<file path="src/rtl/edge_detect_multi.sv">
// edge_detect_multi: per-channel synchroniser, debounce filter and edge
// detector with mode-qualified pulses, sticky event flags and a summary irq.
//
// Ports:
//   clk     in   1           clock
//   reset   in   1           synchronous, active-high reset
//   in      in   CHANNELS    raw inputs, one bit per channel
//   mode    in   2*CHANNELS  per channel [2i+1:2i]: 00 off, 01 rise, 10 fall, 11 both
//   clear   in   CHANNELS    per-channel sticky clear (level-sensitive)
//   level   out  CHANNELS    filtered level
//   pulse   out  CHANNELS    one-cycle edge pulse qualified by mode
//   rise    out  CHANNELS    one-cycle pulse on any accepted rising edge
//   fall    out  CHANNELS    one-cycle pulse on any accepted falling edge
//   sticky  out  CHANNELS    latched qualified events
//   irq     out  1           registered OR of sticky
module edge_detect_multi #(
  parameter int unsigned CHANNELS        = 4,
  parameter int unsigned SYNC_STAGES     = 2,
  parameter int unsigned DEBOUNCE_CYCLES = 3
) (
  input  logic                  clk,
  input  logic                  reset,
  input  logic [CHANNELS-1:0]   in,
  input  logic [2*CHANNELS-1:0] mode,
  input  logic [CHANNELS-1:0]   clear,
  output logic [CHANNELS-1:0]   level,
  output logic [CHANNELS-1:0]   pulse,
  output logic [CHANNELS-1:0]   rise,
  output logic [CHANNELS-1:0]   fall,
  output logic [CHANNELS-1:0]   sticky,
  output logic                  irq
);

  localparam int unsigned CNT_W =
    (DEBOUNCE_CYCLES < 2) ? 1 : $clog2(DEBOUNCE_CYCLES + 1);

  logic [CHANNELS-1:0] s;
  logic [CHANNELS-1:0] level_nxt;

  // Input synchroniser (bypassed when inputs are already synchronous)
  generate
    if (SYNC_STAGES == 0) begin : g_nosync
      assign s = in;
    end else begin : g_sync
      logic [CHANNELS-1:0] chain [SYNC_STAGES];

      always_ff @(posedge clk) begin
        if (reset) begin
          for (int k = 0; k < SYNC_STAGES; k++) chain[k] <= '0;
        end else begin
          chain[0] <= in;
          for (int k = 1; k < SYNC_STAGES; k++) chain[k] <= chain[k-1];
        end
      end

      assign s = chain[SYNC_STAGES-1];
    end
  endgenerate

  // Debounce filter: a new level is accepted once it has persisted
  // DEBOUNCE_CYCLES consecutive cycles; any return to the old level restarts.
  generate
    if (DEBOUNCE_CYCLES == 0) begin : g_nofilt
      assign level_nxt = s;
    end else begin : g_filt
      localparam logic [CNT_W-1:0] LAST = CNT_W'(DEBOUNCE_CYCLES - 1);

      logic [CNT_W-1:0] cnt_q [CHANNELS];
      logic [CNT_W-1:0] cnt_d [CHANNELS];

      always_comb begin
        level_nxt = level;
        for (int i = 0; i < CHANNELS; i++) begin
          cnt_d[i] = '0;
          if (s[i] != level[i]) begin
            if (cnt_q[i] == LAST) begin
              level_nxt[i] = ~level[i];
            end else begin
              cnt_d[i] = cnt_q[i] + CNT_W'(1);
            end
          end
        end
      end

      always_ff @(posedge clk) begin
        if (reset) begin
          for (int i = 0; i < CHANNELS; i++) cnt_q[i] <= '0;
        end else begin
          for (int i = 0; i < CHANNELS; i++) cnt_q[i] <= cnt_d[i];
        end
      end
    end
  endgenerate

  logic [CHANNELS-1:0] rise_d;
  logic [CHANNELS-1:0] fall_d;
  logic [CHANNELS-1:0] pulse_d;
  logic [CHANNELS-1:0] sticky_d;
  logic                irq_d;

  // Edge detection, mode qualification and sticky flags (set beats clear)
  always_comb begin
    rise_d   = level_nxt & ~level;
    fall_d   = ~level_nxt & level;
    pulse_d  = '0;
    for (int i = 0; i < CHANNELS; i++) begin
      pulse_d[i] = (rise_d[i] & mode[2*i]) | (fall_d[i] & mode[2*i+1]);
    end
    sticky_d = pulse | (sticky & ~clear);
    irq_d    = |sticky;
  end

  // Output registers
  always_ff @(posedge clk) begin
    if (reset) begin
      level  <= '0;
      rise   <= '0;
      fall   <= '0;
      pulse  <= '0;
      sticky <= '0;
      irq    <= 1'b0;
    end else begin
      level  <= level_nxt;
      rise   <= rise_d;
      fall   <= fall_d;
      pulse  <= pulse_d;
      sticky <= sticky_d;
      irq    <= irq_d;
    end
  end

endmodule

</file>
<file path="config.mk">
export PLATFORM = sky130hd
export DESIGN_NAME = edge_detect_multi
export DESIGN_NICKNAME = d
export VERILOG_FILES = /design/src/rtl/edge_detect_multi.sv
export SDC_FILE = /design/constraint.sdc
export NUM_CORES = 1
export LEC_CHECK = 0
export ABC_AREA = 1
export BUFFER_PORTS_ARGS = -buffer_cell sky130_fd_sc_hd__buf_2
export CAP_MARGIN = 30
export CORE_ASPECT_RATIO = 0.7
export CORE_MARGIN = 10
export CORE_UTILIZATION = 25
export CTS_CLUSTER_SIZE = 25
export DETAILED_ROUTE_END_ITERATION = 10
export MAX_ROUTING_LAYER = met4
export SLEW_MARGIN = 20
export SYNTH_ARGS = -nofsm -noshare
export SYNTH_HDL_FRONTEND = slang
export SYNTH_SLANG_ARGS = --single-unit
</file>
<file path="constraint.sdc">
create_clock -name clk -period 1.2 [get_ports clk]
set_input_delay 0.24 -clock clk [delete_from_list [all_inputs] [get_ports clk]]
set_output_delay 0.24 -clock clk [all_outputs]
set_load 0.02 [all_outputs]
</file>
# Yosys cells after proc, flatten, opt, wreduce, memory -nomap -nowiden
# Memory sizes are Yosys's and may differ from the RTL's.
# Index checks and enable logic that the tools add are counted.
[op_classes]
addsub = 4
eq_ne = 8
muxes = 25
bitwise = 29
n_reduce_logical = 1
[ops]
columns = ["op", "count"]
rows = [
  ["2-bit 2-to-1 mux", 12],
  ["4-bit AND", 3],
  ["4-bit NOT", 3],
  ["1-bit 2-to-1 mux", 11],
  ["1-bit bitwise OR", 10],
  ["2-bit by 1-bit adder with 2-bit output (second input constant)", 4],
  ["1-bit AND", 8],
  ["2-bit equality test (second input constant)", 4],
  ["4-bit 2-to-1 mux", 2],
  ["1-bit inequality test", 4],
  ["1-bit NOT", 4],
  ["4-bit bitwise OR", 1],
  ["4-bit OR reduction", 1],
]
[word_totals]
regBits = 21
ramBits = 16
input_bits = 18
out_inout_bits = 21
memories = 2
[mem_list]
columns = ["memory", "depth", "width", "rd", "rd_clocked_by_memory_dff", "wr", "line", "source"]
rows = [
  ["g_filt.cnt_q", 4, 2, 4, 0, 4, "68", "logic [CNT_W-1:0] cnt_q [CHANNELS];"],
  ["g_sync.chain", 2, 4, 2, 0, 2, "45", "logic [CHANNELS-1:0] chain [SYNC_STAGES];"],
]

# Logic depth before layout (Yosys ltp)
[logic_depth]
ltp_word = 7
mapped_depth = 6
depth_no_buf = 6

# Least setup slack after synthesis
# Ideal clock, no wire load.
[synth_timing]
path_type = "register to register"
from = "memory g_filt.cnt_q[2][0] in the netlist's numbering"
to = "register pulse[2]"
setup_time_ps = 60
arrival_time_ps = 836
required_ps = 1140
setup_slack_ps = 304
stages_incl_launch_ff = 7
path_buffers = 0
cell_sequence = "dfxtp_1 > inv_1 > ha_1 > inv_1 > nor2_1 > nand4_1 > nand2_1"
[synth_lines]
columns = ["element", "line", "source"]
rows = [
  ["start, declared", "68", ""],
  ["end signal, assigned", "126", "pulse <= pulse_d;"],
  ["end, declared", "27", "output logic [CHANNELS-1:0] pulse,"],
]

# Final worst setup path
[layout_timing]
from = "register level[1]"
to = "output port level[1]"
[layout_lines]
columns = ["element", "line", "source"]
rows = [
  ["start, declared", "26", "output logic [CHANNELS-1:0] level,"],
  ["start signal, assigned", "123", "level <= level_nxt;"],
]
# No word-level cell between the ends.

==> results by group <==
Status
  • Status: complete, no violations

Timing
  • Skew final: ~0.0045 ns
  • Tcrit/Tclk final: 96.31%
  • Setup violations, final: 0
  • Max Fclk: roughly 0.87 GHz
  • Worst slew margin: a little under 90%
  • Setup WS post-layout: roughly 0.044 ns
  • Final Hold Viols: 0
  • Slew @ Worst Pin: slightly below 0.2 ns
  • Final Critical Period: between 1 and 1.5 ns
  • Final Max Slew Viols: 0
  • Unrepaired setup endpoints after global routing: no
  • Setup_tns: 0 ns

Setup path
  • Worst setup EP type: output pin
  • Critical path's top delay family: flip-flops
  • Crit path cell chain: buf_2
  • Critical path data arrival time: a little over 0.9 ns
  • Slowest-stage cell, CP: dfxtp_1
  • CP Launch Type: flip-flop
  • CP required: roughly 0.96 ns
  • Flop-to-flop setup slack: 0.21 ns
  • CP bufs+invs: 1
  • Critical path type: reg2out
  • CP Max Fanout: 6
  • Worst path max stage delay: between 0.4 and 0.5 ns

Finish
  • Final nets: around 220
  • Area delta synth->final: 29.57%
  • Final instance area: about 1700 µm²
  • Antenna cell count: 0
  • Commonest cells after routing, fill and taps aside: 38 x buf_2, 35 x dfxtp_1, 34 x nor2_1
  • Fill cells: between 500 and 600
  • Layout cells sized above 1: about 30%
  • Core Util, Final: about a third
  • Most common cell after layout, fill and taps aside: buf_2

Pwr
  • Pwr Total: 2443 µW
  • Power Density: 1456 nW/µm²
  • Peak supply drop: between 0.3 and 0.4 mV
  • LEAKAGE: 0.0007996 µW

Clock network
  • Num CTS Buffers: 5
  • Worst-path clk slew: around 0.070 ns
  • Longest Clk Path Bufs: 2
  • Setup bufs post-CTS: 0
  • Post-cts sizing count: 0
  • Root Buffer: clkbuf_8
  • CTS tree: yes
  • H-tree lvl count: 2
  • Clk sinks: 37
  • # hold bufs at CTS: 0
  • Clk_lat worst skew: between 0.2 and 0.3 ns

Floorplan
  • Cell Rows: 21
  • Die Wd: 106.0 µm
  • Number of I/O pins: 39
  • Die height: approximately 80 µm
  • Initial core utilization: between 20% and 30%
  • Die footprint: ~8500 µm²
  • Core Region: between 4000 and 5000 µm²

Yosys
  • Number of synthesized register bits: 37
  • Cell area after synthesis: ~1300 µm²
  • Distinct cells, synth: 14
  • Avg Inst Size Synth: ~8.5 µm²
  • Mapped Cells: approximately 150
  • Syn Nets: 175
  • Part of the Yosys area used for sequential elements: between 50% and 60%
  • Yosys warns: 0

Hold path
  • Worst min path class: in2reg

GRT
  • Largest net degree at the start of global routing: 13
  • Total gr overflow: 0
  • Antenna violations before repair: 0
  • GRT Resource Usage Total: 7.159%
  • First-pass GRT wire length: 4602 µm
  • Number of global-route vias before repair: 990

Routing
  • Router iterations before antenna repair: 4
  • Vias: between 900 and 1000
  • Vias per inst: 3.742
  • Total Wirelength: 2725 µm
  • DR iter-0 viols: 33
  • ANT nets after route: 0
  • # DRC: 0
  • Wire per inst: roughly 10 µm

Place
  • Placed Area: between 1500 and 2000 µm²
  • Pre-CTS WS: ~0.23 ns
  • IO Port Bufs: 38
  • GPL Wtd Cong: 0.7281
  • HPWL after DPL: approximately 2200 µm

Job
  • Max Cap Viol: 0
-- path summary, 6_finish.rpt --
| path | start | end | cells past startpoint |
|---|---|---|---|
| worst max-delay path | level[1]$_SDFF_PP0_ | level[1] | 1 |
| worst min register to register | g_sync.chain[0][0]$_SDFF_PP0_ | g_sync.chain[0][4]$_SDFF_PP0_ | 2 |
| worst max register to register | g_filt.cnt_q[1][0]$_SDFF_PP0_ | pulse[1]$_SDFF_PP0_ | 6 |
| worst min-delay path | mode[0] | pulse[0]$_SDFF_PP0_ | 3 |
-- cells in the mapped netlist --
library cell / number / area share, %
nor2_1: 34 / 9.9
nor2_2: 6 / 2.9
inv_4: 1 / 0.48
nand4_1: 8 / 3.9
nand3_1: 4 / 1.5
ha_1: 4 / 3.9
nand2_1: 20 / 5.8
buf_2: 1 / 0.39
buf_6: 2 / 1.7
dfxtp_1: 37 / 57
a21oi_1: 4 / 1.5
inv_1: 28 / 8.1
o21ai_0: 1 / 0.39
nor3_2: 3 / 2.3
-- power by group --
part           internal, µW  switching (µW)
logic                  37.1            47.6
clock network           677             425
registers              1250            10.2
-- sequential cells by signal, indices dropped and copies added (netlist names) --
signal        cells
irq               1
fall              4
rise              4
g_sync.chain      8
pulse             4
g_filt.cnt_q      8
level             4
sticky            4
-- final cells by class --
type,instances,area (µm²),area share (%)
clock buffer,7,86.33,5.145
clock inverter,1,30.03,1.790
inverter,29,111.4,6.637
multi-input combinational,84,415.4,24.76
sequential,37,743.2,44.30
tap,69,86.33,5.145
timing repair buffer,40,205.2,12.23
-- stage by stage --
| stage | hold slack [ns] | std cells |
|---|---|---|
| after floorplan | 0.3431 | 153 |
| after global placement | 0.3908 | 259 |
| after detailed placement | 0.3954 | 259 |
| after CTS | 0.1238 | 267 |
| after global routing | 0.1456 | 267 |
| final | 0.1360 | 267 |
-- logic make-up (layout without fill, tap and decap cells) --
logic type / count (synthesis) / in the layout / synth area share [%]
AND/OR/NAND/NOR: 75 / 75 / 26.28
flip-flops: 37 / 37 / 57.20
buffers and inverters: 32 / 77 / 10.72
AO/OA/AOI/OAI: 5 / 5 / 1.932
adder cells (fa/ha/maj): 4 / 4 / 3.865
-- routing by layer --
| layer | wire (µm) | GRT usage [%] | part of all wire [%] |
|---|---|---|---|
| met1 | 1336 | 8.314 | 49 |
| met2 | 992 | 9.175 | 36 |
| met5 | 0 | - | 0 |
| met3 | 335 | 4.386 | 12 |
| met4 | 60 | 4.043 | 2.2 |
-- worst reg2reg max path: stages (launching register included) --
cell and delay (ns):
dfxtp_1 0.31, inv_1 0.05, ha_1 0.18, inv_1 0.08, nor2_2 0.14, nand4_1 0.10, nand2_1 0.08
Power figures use the tool's default switching activity.
